**config.mk**
```make
export PLATFORM = sky130hd
export DESIGN_NAME = display_prefetch
export DESIGN_NICKNAME = d
export VERILOG_FILES = /design/src/rtl/display_pkg.sv /design/src/rtl/display_prefetch_fifo.sv /design/src/rtl/display_prefetch.sv
export SDC_FILE = /design/constraint.sdc
export NUM_CORES = 1
export LEC_CHECK = 0
export CORE_MARGIN = 2
export CORE_UTILIZATION = 45
export DETAILED_ROUTE_END_ITERATION = 7
export GPL_TIMING_DRIVEN = 1
export SLEW_MARGIN = 20
export SYNTH_ARGS = -nofsm -noshare
export SYNTH_HDL_FRONTEND = slang
export SYNTH_SLANG_ARGS = --single-unit
```
**constraint.sdc**
```tcl
create_clock -name clk -period 6.2 [get_ports clk]
set_input_delay 1.24 -clock clk [delete_from_list [all_inputs] [get_ports clk]]
set_output_delay 1.24 -clock clk [all_outputs]
set_load 0.02 [all_outputs]
```
**src/rtl/display_pkg.sv**
```systemverilog
`default_nettype none
// ============================================================================
//  Module      : display_pkg
//  Description : Shared constants and the prefetch state encoding for the
//                display scanout prefetch controller.
//  Revision    : 1.0 - initial release
// ============================================================================
package display_pkg;

    localparam int c_ADDR_W      = 24;
    localparam int c_FRAME_WORDS = 153600;

    typedef enum logic [2:0] {
        ST_IDLE     = 3'd0,
        ST_FETCH    = 3'd1,
        ST_WAIT_ACK = 3'd2,
        ST_CAPTURE  = 3'd3,
        ST_HOLD     = 3'd4,
        ST_DONE     = 3'd5,
        ST_DRAIN    = 3'd6
    } pf_state_t;

endpackage
`default_nettype wire

```
**src/rtl/display_prefetch_fifo.sv**
```systemverilog
`default_nettype none
// ============================================================================
//  Module      : prefetch_fifo
//  Description : Synchronous show-ahead FIFO. The head word is presented
//                combinationally whenever the FIFO is non-empty; flush has
//                priority over push and pop.
//  Revision    : 1.0 - initial release
// ============================================================================
module prefetch_fifo
    import display_pkg::*;
#(
    parameter int DEPTH = 32,
    parameter int WIDTH = 32
) (
    input  logic                   clk,
    input  logic                   rst_n,
    input  logic                   push,
    input  logic [WIDTH-1:0]       din,
    input  logic                   pop,
    input  logic                   flush,
    output logic [$clog2(DEPTH):0] level,
    output logic                   empty,
    output logic                   full,
    output logic [WIDTH-1:0]       head
);

    localparam int                c_PTR_W = $clog2(DEPTH);
    localparam logic [c_PTR_W:0]  c_FULL  = (c_PTR_W+1)'(DEPTH);

    logic [WIDTH-1:0]   r_mem [DEPTH];
    logic [c_PTR_W-1:0] r_rd_ptr;
    logic [c_PTR_W-1:0] r_wr_ptr;
    logic [c_PTR_W:0]   r_level;

    logic w_do_push;
    logic w_do_pop;

    assign empty     = (r_level == '0);
    assign full      = (r_level == c_FULL);
    assign w_do_push = push && !full;
    assign w_do_pop  = pop && !empty;

    // Pointer and occupancy bookkeeping; flush empties the FIFO in one cycle
    always_ff @(posedge clk or negedge rst_n) begin
        if (!rst_n) begin
            r_rd_ptr <= '0;
            r_wr_ptr <= '0;
            r_level  <= '0;
        end else if (flush) begin
            r_rd_ptr <= '0;
            r_wr_ptr <= '0;
            r_level  <= '0;
        end else begin
            if (w_do_push) r_wr_ptr <= r_wr_ptr + 1'b1;
            if (w_do_pop)  r_rd_ptr <= r_rd_ptr + 1'b1;
            r_level <= r_level + (c_PTR_W+1)'(w_do_push) - (c_PTR_W+1)'(w_do_pop);
        end
    end

    // Storage array, written only on an accepted push
    always_ff @(posedge clk) begin
        if (w_do_push && !flush) r_mem[r_wr_ptr] <= din;
    end

    // Show-ahead head; forced to zero when empty so stale words never leak out
    assign head  = empty ? '0 : r_mem[r_rd_ptr];
    assign level = r_level;

endmodule
`default_nettype wire

```
**src/rtl/display_prefetch.sv**
```systemverilog
`default_nettype none
// ============================================================================
//  Module      : display_prefetch
//  Description : Scanout read controller. Walks the front framebuffer one
//                word per arbiter transaction, buffers the words in a
//                show-ahead FIFO for the pixel path, and batches requests
//                with full/refill hysteresis.
//                Optional: define DISPLAY_PREFETCH_UNDERRUN_CNT_EN to add a
//                16-bit saturating underrun counter output (underrun_cnt).
//  Revision    : 1.0 - initial release
// ============================================================================
module display_prefetch
    import display_pkg::*;
#(
    parameter int ADDR_W        = c_ADDR_W,
    parameter int FIFO_DEPTH    = 32,
    parameter int FRAME_WORDS   = c_FRAME_WORDS,
    parameter int REFILL_THRESH = 16
) (
    input  logic                          clk,
    input  logic                          rst_n,
    input  logic                          enable,
    input  logic                          frame_start,
    input  logic [ADDR_W-1:0]             fb_base,
    output logic                          mem_req,
    output logic                          mem_we,
    output logic [ADDR_W-1:0]             mem_addr,
    output logic [31:0]                   mem_wdata,
    input  logic [31:0]                   mem_rdata,
    input  logic                          mem_ack,
    input  logic                          pix_pop,
    output logic [31:0]                   pix_data,
    output logic                          pix_valid,
    output logic [$clog2(FIFO_DEPTH):0]   fifo_level,
    output logic                          frame_done,
`ifdef DISPLAY_PREFETCH_UNDERRUN_CNT_EN
    output logic [15:0]                   underrun_cnt,
`endif
    output logic                          underrun
);

    localparam int                 c_LVL_W     = $clog2(FIFO_DEPTH) + 1;
    localparam int                 c_CNT_W     = $clog2(FRAME_WORDS + 1);
    localparam logic [c_CNT_W-1:0] c_FRAME_END = c_CNT_W'(FRAME_WORDS);
    localparam logic [c_LVL_W-1:0] c_FULL_LVL  = c_LVL_W'(FIFO_DEPTH);
    localparam logic [c_LVL_W-1:0] c_THRESH    = c_LVL_W'(REFILL_THRESH);

    pf_state_t          r_state;
    logic [ADDR_W-1:0]  r_addr;
    logic [ADDR_W-1:0]  r_mem_addr;
    logic [c_CNT_W-1:0] r_word_cnt;
    logic               r_mem_req;
    logic               r_frame_done;
    logic               r_underrun;

    logic [c_LVL_W-1:0] w_level;
    logic [c_LVL_W-1:0] w_eff;
    logic               w_empty;
    logic               w_full;
    logic               w_inflight;
    logic               w_room;
    logic               w_push;
    logic [31:0]        w_head;

    // A word is in flight from request issue until its capture cycle
    assign w_inflight = (r_state == ST_WAIT_ACK) || (r_state == ST_CAPTURE) ||
                        (r_state == ST_DRAIN);
    assign w_eff      = w_level + c_LVL_W'(w_inflight);
    assign w_room     = !w_full && (w_eff < c_FULL_LVL);
    // A frame restart during capture discards the returning word
    assign w_push     = (r_state == ST_CAPTURE) && !frame_start;

    prefetch_fifo #(
        .DEPTH (FIFO_DEPTH),
        .WIDTH (32)
    ) u_fifo (
        .clk   (clk),
        .rst_n (rst_n),
        .push  (w_push),
        .din   (mem_rdata),
        .pop   (pix_pop),
        .flush (frame_start),
        .level (w_level),
        .empty (w_empty),
        .full  (w_full),
        .head  (w_head)
    );

    // Fetch sequencer: frame restart, request issue, capture and refill hysteresis
    always_ff @(posedge clk or negedge rst_n) begin
        if (!rst_n) begin
            r_state      <= ST_IDLE;
            r_addr       <= '0;
            r_mem_addr   <= '0;
            r_word_cnt   <= '0;
            r_mem_req    <= 1'b0;
            r_frame_done <= 1'b0;
        end else if (frame_start) begin
            r_addr       <= fb_base;
            r_word_cnt   <= '0;
            r_frame_done <= 1'b0;
            if (r_mem_req) begin
                // Outstanding request must still be completed before refetching
                if (mem_ack) begin
                    r_mem_req <= 1'b0;
                    r_state   <= ST_FETCH;
                end else begin
                    r_state   <= ST_DRAIN;
                end
            end else begin
                r_state <= ST_FETCH;
            end
        end else begin
            case (r_state)
                ST_IDLE: begin
                    r_state <= ST_IDLE;
                end
                ST_FETCH: begin
                    if (enable && w_room && (r_word_cnt < c_FRAME_END)) begin
                        r_mem_req  <= 1'b1;
                        r_mem_addr <= r_addr;
                        r_state    <= ST_WAIT_ACK;
                    end else if (r_word_cnt == c_FRAME_END) begin
                        r_frame_done <= 1'b1;
                        r_state      <= ST_DONE;
                    end else if (!w_room) begin
                        r_state <= ST_HOLD;
                    end
                end
                ST_WAIT_ACK: begin
                    if (mem_ack) begin
                        r_mem_req <= 1'b0;
                        r_state   <= ST_CAPTURE;
                    end
                end
                ST_CAPTURE: begin
                    r_addr     <= r_addr + 1'b1;
                    r_word_cnt <= r_word_cnt + 1'b1;
                    r_state    <= ST_FETCH;
                end
                ST_HOLD: begin
                    if (w_level <= c_THRESH) r_state <= ST_FETCH;
                end
                ST_DONE: begin
                    r_state <= ST_DONE;
                end
                ST_DRAIN: begin
                    if (mem_ack) begin
                        r_mem_req <= 1'b0;
                        r_state   <= ST_FETCH;
                    end
                end
                default: begin
                    r_mem_req <= 1'b0;
                    r_state   <= ST_IDLE;
                end
            endcase
        end
    end

    // Underrun flag: pop requested while nothing is buffered
    always_ff @(posedge clk or negedge rst_n) begin
        if (!rst_n) r_underrun <= 1'b0;
        else        r_underrun <= pix_pop && w_empty;
    end

`ifdef DISPLAY_PREFETCH_UNDERRUN_CNT_EN
    logic [15:0] r_underrun_cnt;

    // Saturating per-frame underrun count
    always_ff @(posedge clk or negedge rst_n) begin
        if (!rst_n) begin
            r_underrun_cnt <= '0;
        end else if (frame_start) begin
            r_underrun_cnt <= '0;
        end else if (pix_pop && w_empty && (r_underrun_cnt != 16'hFFFF)) begin
            r_underrun_cnt <= r_underrun_cnt + 16'd1;
        end
    end

    assign underrun_cnt = r_underrun_cnt;
`endif

    assign mem_req    = r_mem_req;
    assign mem_we     = 1'b0;
    assign mem_addr   = r_mem_addr;
    assign mem_wdata  = '0;
    assign pix_data   = w_head;
    assign pix_valid  = !w_empty;
    assign fifo_level = w_level;
    assign frame_done = r_frame_done;
    assign underrun   = r_underrun;

endmodule
`default_nettype wire

```
Word-level counts from Yosys, hierarchy flattened:

Memory sizes are Yosys's and may differ from the RTL's.
Cells that the tools add are included.

* register bits after elaboration: 88
* latch bits: 0
* memory bits (writable): 1024
* bits in read-only memories: 0
* word-level logic and storage cells: 96
* memories: 1

Memory list
* u_fifo.r_mem: words 32, width 32, rd ports 1, clocked after Yosys merged registers in 0, write ports 1, line display_prefetch_fifo.sv:30 `logic [WIDTH-1:0] r_mem [DEPTH];`

* $add $sub $neg: 7
* multipliers: 0
* div/mod/pow operators: 0
* magnitude comparators: 3
* eq/ne operators: 16
* shift operators: 0
* multiplexer cells: 32
* bitwise logic cells: 1
* reduce and logical (&&, ||, !) cells: 26

Operators by type and width (number)
* two-way mux 24 bit: 2
* two-way mux 18 bit: 2
* two-way mux 32 bit: 1
* two-way mux 3 bit: 9
* adder 24 x 1 -> 24 bit, second input constant: 1
* two-way mux 5 bit: 4
* adder 18 x 1 -> 18 bit, second input constant: 1
* equality test 18 bit, second input constant: 1
* < comparator 18 bit, second input constant: 1
* case mux 3 bit (6 select lines): 1
* adder 6 x 1 -> 6 bit: 2
* inequality test 3 bit, second input constant: 4
* two-way mux 1 bit: 11
* adder 5 x 1 -> 5 bit, second input constant: 2
* nonzero test 2 bit: 5
* equality test 3 bit, second input constant: 3
* AND reduction 3 bit: 3
* logical AND 1 bit: 8
* equality test 3 x 2 -> 1 bit, second input constant: 2
* equality test 6 bit, second input constant: 1
* <= comparator 6 x 5 -> 1 bit, second input constant: 1
* zero test 6 bit: 1
* < comparator 6 bit, second input constant: 1
* two-way mux 6 bit: 1
* other kinds (14): 17

Depth between registers and ports, before layout:

Gate-level depths: netlist of run 1.

* word-level depth: 11
* mapped depth: 15
* gate-level depth less buffers: 14

Hierarchy:

A second synthesis of run 1 with hierarchy kept.

* cells, all modules: 2250
* area, all modules: 43977.2 um^2

By module, submodules not included
* prefetch_fifo: instances 1, cells each 1861, area an instance 40032.1 um^2, sequential area each 31149.9 um^2
* display_prefetch: instances 1, cells each 389, area an instance 3945.0 um^2, sequential area each 1801.7 um^2

Worst setup path before layout of run 1:

No wires, ideal clock.

* kind: input port to flip-flop
* start: input frame_start
* end: memory u_fifo.r_mem[31][0] (enable)
* arrival time: 3455 ps
* required time: 5779 ps
* setup slack: 2323 ps
* cell stages on the path: 4
* path through: clkbuf_1 > nor3_1 > nand2_1 > nor2_1

* longest elaborated chain between the ends: 6

Ends and longest elaborated chain
* from (decl): line display_prefetch.sv:23 `input logic frame_start,`
* zero test 1 bit *: line display_prefetch_fifo.sv:62, display_prefetch.sv:71
* logical AND 1 bit: line display_prefetch.sv:71 `assign w_push = (r_state == ST_CAPTURE) && !frame_start;`
* logical AND 1 bit: line display_prefetch_fifo.sv:40 `assign w_do_push = push && !full;`
* logical AND 1 bit *: line display_prefetch_fifo.sv:62 `if (w_do_push && !flush) r_mem[r_wr_ptr] <= din;`
* two-way mux 1 bit *: line display_prefetch_fifo.sv:62
* two-way mux 1 bit (not written as such) *: line display_prefetch_fifo.sv:62
* to (decl): line display_prefetch_fifo.sv:30

Every way passes the cells marked *; elsewhere a longest branch is shown, timed or not.

Final worst setup path of run 1:

* start: register u_fifo.r_rd_ptr[1]
* end: output pix_data[16]

* longest elaborated chain between the ends: 2

Ends and longest elaborated chain
* from (decl): line display_prefetch_fifo.sv:31 `logic [c_PTR_W-1:0] r_rd_ptr;`
* from (signal assigned): line display_prefetch_fifo.sv:55 `if (w_do_pop) r_rd_ptr <= r_rd_ptr + 1'b1;`
* memory (32 x 32 bit)
* two-way mux 32 bit: line display_prefetch_fifo.sv:66 `assign head = empty ? '0 : r_mem[r_rd_ptr];`
* to (decl): line display_prefetch.sv:32 `output logic [31:0] pix_data,`

No other way between the ends.

==> parameters.txt, run 1 <==
Parameter                              Value

Die
  Height of the chip    315 microns
  Horizontal die dimension    315 microns
  Full die area    99400 sq um
  Number of rows in the core area    114
  Number of top-level design ports    161
  Core ar.    96300 sq um
  Initial cell density of the core    0.453

Critical path
  Crit Path Max Fanout    120
  Critical path startpoint category    register
  Cell chain of the critical path    buf_12 > mux4_2 > a22oi_1 > nand2_1 > a22o_1 > clkdlybuf4s50_1
  Worst EP required    4.96 ns
  Cell with the largest stage delay on the worst path    sky130_fd_sc_hd__dfrtp_4
  Crit path DAT    3.83 ns
  Category of the worst setup path capture point    output pin
  Cell type group with the largest total delay on the critical path    buffers and inverters
  Crit Path Class    reg -> out
  Longest individual stage delay on the worst path    0.74 ns
  Buffers plus inverters on the worst setup path    2

STA
  Actual slew at the worst max-slew pin    1.11 ns
  Top achievable clock speed    197 MHz
  Final setup TNS    0 ns
  Worst-case headroom to the max-slew limit    0.258
  Unrepaired setup endpoints after global routing    no
  Fin. Hold Viols    0
  Post-route minimum period    5.07 ns
  Share of the clock period used by the worst path after layout    0.817
  Post-Route Skew    0.0156 ns
  Tightest hold margin    0.426 ns
  Final setup fails    0
  Max Transition Viols Final    0

Placed design
  Half-perimeter wire length after placement    60400 microns
  Placement-stage cell area    46800 sq um
  Port bufs    127
  Final GP Congestion    0.782
  Placed Cells incl. Taps    3500

Clock tree
  Hold buffer count at CTS    0
  Maximum buffer depth of the clock tree    3
  Clk slew on worst S/H paths    0.06 ns
  Clock tree from TritonCTS    yes
  Number of gates given a new drive strength after cts    0
  Number of buffers created by CTS    113
  Clock Sink Count    1112
  Worst-skew pair later-pin latency    0.69 ns
  Root buffer selected by CTS    sky130_fd_sc_hd__clkbuf_16
  Post-CTS Setup Inserts    0
  H-tree levels    3

Route
  Post-detailed-route DRC marker count    0
  Final Routed Wirelength    106000 microns
  Total vias in the final route    21800
  Count of antenna-violating nets left after detailed routing    0
  First drt pass iteration count    5
  Number of DRC violations after detailed-routing iteration 0    2511
  Post-DR vias/cell    5.87
  Wirelength per Cell    28.6 microns

Layout
  Area growth, synth to finish    15.4%
  Share of layout cells above drive strength 1    0.246
  Antenna fix cells    0
  Fin nets    2425
  Post-route standard cell area excluding fillers    50300 sq um
  Post-layout instance count excluding filler cells    3710

Synthesis
  Gate count after technology mapping    2143
  Number of synthesis warnings    0
  Top_reg_cell synth    sky130_fd_sc_hd__edfxtp_1
  Area of the mapped netlist    43600 sq um
  Portion of the post-synthesis area used by sequential elements    0.756
  Number of flops mapped to enable cells by yosys    1024
  Mean instance size in the synthesized netlist    20.3 sq um
  Share of flip-flops with an asynchronous set or reset after synthesis    0.0791
  Number of different library cells in the post-synthesis netlist    68
  Number of flip-flops and latches in the synthesized netlist    1112

Global route
  First-pass GRT wire length    154000 microns
  Met1 Usage GRT    0.295
  Maximum number of pins on one net before global-route repair    121
  Via count of the first global-routing pass    22400
  Initial antenna violation count    3
  Combined global-route utilization of all metal layers    0.215
  Global-route congestion overflow total    0
  Most Crowded Layer GR    met2
  M2 GR Usage    0.350
  Global Route met3 Usage    0.0453

Min path
  Class of the most critical hold timing path    in -> async

Power
  Reg power frac    0.452
  Cell area power density    376 nW/um^2
  Cell internal power dissipation    14.0 mW
  Switching power summed over all nets    4.96 mW
  Static leakage power    16.0 nW
  Switching fraction of total power    0.262
  Worst ir drop on vdd    0.282 mV
  Combinational cell fraction of total power    0.203
  Share of power burned in the clock network    0.345

Flow run
  Maxcap violations    0

Status
  Result of the run    completed
==> per-stage QoR <==
stage | power, mW | utilization | setup slack, ns
5_1_grt | 19.6 | 0.522 | 0.913
4_1_cts | 19.1 | 0.522 | 1.02
3_3_place_gp | 12.6 | 0.486 | 1.76
2_1_floorplan | 11.2 | - | 2.32
6_report | 18.9 | 0.522 | 1.13
3_5_place_dp | 12.6 | 0.486 | 1.72
==> synth_stat cells (16+ instances only) <==
master                     instances  area share
sky130_fd_sc_hd__buf_4            34      0.0059
sky130_fd_sc_hd__nand2_1          84      0.0072
sky130_fd_sc_hd__clkbuf_1         74      0.0064
sky130_fd_sc_hd__xnor2_1          25      0.0050
sky130_fd_sc_hd__buf_2            33      0.0038
sky130_fd_sc_hd__xor2_1           23      0.0046
sky130_fd_sc_hd__a22oi_1          64       0.011
sky130_fd_sc_hd__a22o_1           33      0.0066
sky130_fd_sc_hd__o22ai_1          64      0.0092
sky130_fd_sc_hd__mux2_4           18      0.0062
sky130_fd_sc_hd__nor2_1          109      0.0094
sky130_fd_sc_hd__inv_1            25      0.0022
sky130_fd_sc_hd__edfxtp_1       1024        0.71
sky130_fd_sc_hd__dfrtp_1          88       0.051
sky130_fd_sc_hd__mux4_2          256        0.13
sky130_fd_sc_hd__o21ai_0          16      0.0018
sky130_fd_sc_hd__ha_1             20      0.0057
==> power groups by stage <==
stage	registers [mW]	clock network (mW)	logic (mW)
final	8.55	6.54	3.84
after global routing	8.58	6.94	4.10
after CTS	8.56	6.65	3.92
after detailed placement	8.71	0	3.91
after global placement	8.70	0	3.89
after floorplan	8.71	0	2.52
==> layer usage <==
layer,part of all wire,wire length [microns]
met4,0.025,2650
met1,0.41,43900
met5,0.00022,23
met2,0.49,52300
met3,0.069,7290
==> cell usage in the layout (no fill, tap or decap), types with 19 or more instances in the layout <==
cell type,instances
sky130_fd_sc_hd__a22o_1,33
sky130_fd_sc_hd__a22oi_1,64
sky130_fd_sc_hd__buf_2,19
sky130_fd_sc_hd__buf_4,67
sky130_fd_sc_hd__clkbuf_1,27
sky130_fd_sc_hd__clkbuf_16,114
sky130_fd_sc_hd__clkdlybuf4s50_1,107
sky130_fd_sc_hd__clkinv_1,28
sky130_fd_sc_hd__conb_1,33
sky130_fd_sc_hd__dfrtp_1,85
sky130_fd_sc_hd__edfxtp_1,1024
sky130_fd_sc_hd__ha_1,20
sky130_fd_sc_hd__inv_1,25
sky130_fd_sc_hd__mux4_2,256
sky130_fd_sc_hd__nand2_1,83
sky130_fd_sc_hd__nor2_1,75
sky130_fd_sc_hd__nor2_4,34
sky130_fd_sc_hd__o22ai_1,64
sky130_fd_sc_hd__xnor2_1,25
sky130_fd_sc_hd__xor2_1,23
==> cell families after synthesis <==
group                    after synthesis  synth area share
other                                  1         0.0000860
flip-flops                          1112             0.756
multiplexers                         283             0.141
AND/OR/NAND/NOR                      286            0.0329
XOR/XNOR                              48           0.00965
AO/OA/AOI/OAI                        214            0.0344
adder cells (fa/ha/maj)               21           0.00620
buffers and inverters                178            0.0201
==> worst paths after layout <==
kind | from | end | slack [ns] | cells after the start
max | u_fifo.r_rd_ptr[1] | pix_data[16] | 1.13 | 6
min | rst_n | underrun | 0.43 | 1
max reg2reg | u_fifo.level[4] | u_fifo.r_mem[10][15] | 2.23 | 7
min reg2reg | mem_addr[4] | mem_addr[4] | 0.51 | 1
max in group asynchronous | rst_n | mem_addr[9] | 4.58 | 2
min in group clk | mem_addr[4] | mem_addr[4] | 0.51 | 1
==> registers in the layout, summed over array words and instances (netlist names) <==
name and flops:
frame_done 1, mem_addr 24, mem_req 1, r_addr 24, r_state 3, r_word_cnt 18
u_fifo.level 6, u_fifo.r_mem 1024, u_fifo.r_rd_ptr 5, u_fifo.r_wr_ptr 5, underrun 1
==> layout make-up <==
type,count,area [sq um]
Clock buffer,143,2980
Clock inverter,64,554
Fill cell,7446,46000
Inverter,25,93.8
Multi-Input combinational cell,885,10200
Sequential cell,1112,33000
Tap cell,1276,1600
Timing Repair Buffer,205,1920
No activity file was read; power rests on OpenSTA's default activity.
==> run 2, diff against run 1 <==
==> constraint.sdc (replaced) <==
create_clock -name clk -period 4.9 [get_ports clk]
set_input_delay 0.98 -clock clk [delete_from_list [all_inputs] [get_ports clk]]
set_output_delay 0.98 -clock clk [all_outputs]
set_load 0.02 [all_outputs]
==> parameters.txt, run 2 (synthesis gave the netlist of run 1 again) <==
Parameter                              Value

Die
  Full die area    99400 sq um
  Number of rows in the core area    114
  Number of top-level design ports    161
  Height of the chip    315 microns
  Core ar.    96300 sq um
  Horizontal die dimension    315 microns
  Initial cell density of the core    0.453

Route
  Top Metal Used    met5
  Count of antenna-violating nets left after detailed routing    0
  Post-DR vias/cell    5.89
  First drt pass iteration count    5
  DR WL met3    7990 microns
  Final Routed Wirelength    107000 microns
  Met2 routed wirelength    53400 microns
  Wirelength per Cell    29.0 microns
  Wire length on met1    43200 microns
  Total vias in the final route    21800
  Post-detailed-route DRC marker count    0
  Number of DRC violations after detailed-routing iteration 0    2339

Clock tree
  H-tree levels    3
  Root buffer selected by CTS    sky130_fd_sc_hd__clkbuf_16
  Clock tree from TritonCTS    yes
  Worst-skew pair later-pin latency    0.70 ns
  Hold buffer count at CTS    0
  Post-CTS Setup Inserts    0
  Number of buffers created by CTS    111
  Clk slew on worst S/H paths    0.06 ns
  Clock Sink Count    1112
  Maximum buffer depth of the clock tree    3
  Number of gates given a new drive strength after cts    0

Critical path
  Cell type group with the largest total delay on the critical path    buffers and inverters
  Critical R2R Launch    u_fifo.level[2]
  Category of the worst setup path capture point    output pin
  Launch point of the worst path    u_fifo.r_rd_ptr[2]
  Worst-case reg-to-reg path depth    7
  Cell chain of the critical path    nand2b_2 > buf_4 > o22ai_1 > nor2_1 > a22o_1 > clkdlybuf4s50_1
  Longest individual stage delay on the worst path    0.82 ns
  Crit Path Class    reg -> out
  R2R Path End    u_fifo.r_mem[31][22]
  Buffers plus inverters on the worst setup path    2
  Cell with the largest stage delay on the worst path    sky130_fd_sc_hd__dfrtp_4
  Worst EP required    3.92 ns
  Crit Path Max Fanout    33
  Crit path DAT    3.68 ns
  Setup slack, reg-to-reg    1.31 ns
  Critical path startpoint category    register

Power
  Cell area power density    473 nW/um^2
  Worst ir drop on vdd    0.318 mV
  Static leakage power    16.0 nW

Placed design
  Placed Cells incl. Taps    3495
  Worst setup timing slack at the placement stage    0.967 ns
  Half-perimeter wire length after placement    59000 microns
  Final GP Congestion    0.770
  Port bufs    127

Layout
  Sequential cell area    33000 sq um
  Share of layout cells above drive strength 1    0.240
  Commonest cells after routing, fill and taps aside    1024 x sky130_fd_sc_hd__edfxtp_1, 256 x sky130_fd_sc_hd__mux4_2, 112 x sky130_fd_sc_hd__clkbuf_16, 112 x sky130_fd_sc_hd__clkdlybuf4s50_1, 85 x sky130_fd_sc_hd__dfrtp_1
  Post-layout instance count excluding filler cells    3704
  Area growth, synth to finish    15.7%
  Core Util, Final    0.524
  Most frequent standard cell in the layout excluding fill and tap cells    sky130_fd_sc_hd__edfxtp_1
  Fin nets    2415
  Reg with most FFs    u_fifo.r_mem
  Number of flip-flops under the largest register name    1024
  Multi-input gate area in the final layout    10200 sq um
  Filler cells    7517

STA
  Top achievable clock speed    215 MHz
  Unrepaired setup endpoints after global routing    no
  Fin. Hold Viols    0
  Max Transition Viols Final    0
  Actual slew at the worst max-slew pin    1.10 ns
  Share of the clock period used by the worst path after layout    0.951
  Worst-case headroom to the max-slew limit    0.265
  Setup WS post-layout    0.239 ns
  Tightest hold margin    0.311 ns
  Post-route minimum period    4.66 ns
  Post-Route Skew    0.0297 ns
  Final setup fails    0
  Final setup TNS    0 ns

Global route
  Via count of the first global-routing pass    22200
  First-pass GRT wire length    155000 microns
  Combined global-route utilization of all metal layers    0.219
  Initial antenna violation count    2
  Global-route congestion overflow total    0
  Maximum number of pins on one net before global-route repair    131

Flow run
  Maxcap violations    0

Status
  Result of the run    completed

Min path
  Class of the most critical hold timing path    in -> async
==> run 2: changes by cell type in the layout (fill, tap and decap cells not counted), sizes merged <==
cell           previous run  this run
clkinvlp                  2         4
clkdlybuf4s50           107       112
buf                      98        85
bufinv                    8         9
clkinv                   51        54
clkbuf                  143       138
diode                     0         1
==> run 2: where the power goes <==
group,internal [mW],total (mW),switching (mW)
Sequential,10.6,10.8,0.196
Clock,4.66,8.21,3.55
Combinational,2.41,4.89,2.48
Total,17.6,23.9,6.22
==> run 2: per-layer routing <==
metal,track usage,vias up
met2,0.355,901
met3,0.0439,168
met5,0,-
li1,-,9115
met4,0.0607,2
met1,0.304,11600
==> run 2: worst reg2reg max path: stages (launching register included) <==
cell,delay [ns]
sky130_fd_sc_hd__dfrtp_1,0.40
sky130_fd_sc_hd__inv_1,0.08
sky130_fd_sc_hd__ha_1,0.22
sky130_fd_sc_hd__nor4bb_1,0.18
sky130_fd_sc_hd__nor3_1,0.57
sky130_fd_sc_hd__nand2_1,0.68
sky130_fd_sc_hd__nor2_4,0.81
sky130_fd_sc_hd__buf_12,0.32
==> run 2: how the worst max path moves through the flow <==
| stage | to | cells after the start |
|---|---|---|
| finish | pix_data[30] | 6 |
| global route | pix_data[0] | 6 |
| CTS | pix_data[31] | 6 |
| detailed placement | pix_data[31] | 6 |
| global placement | pix_data[31] | 6 |
| floorplan | u_fifo.r_mem[31][0] | 4 |
==> run 2: area by class of cell <==
| class | instances | area share |
|---|---|---|
| Inverter | 25 | 0.00186 |
| Timing Repair Buffer | 197 | 0.0414 |
| Antenna cell | 1 | 0.0000496 |
| Clock inverter | 70 | 0.0119 |
| Multi-Input combinational cell | 885 | 0.202 |
| Tap cell | 1276 | 0.0317 |
| Clock buffer | 138 | 0.0575 |
| Sequential cell | 1112 | 0.654 |
==> run 2: through the flow <==
step | instance area, sq um | power [mW]
after floorplan | 43700 | 14.2
after global placement | 47000 | 15.9
after detailed placement | 47000 | 15.9
after CTS | 50500 | 24.1
after global routing | 50400 | 24.8
final | 50400 | 23.9
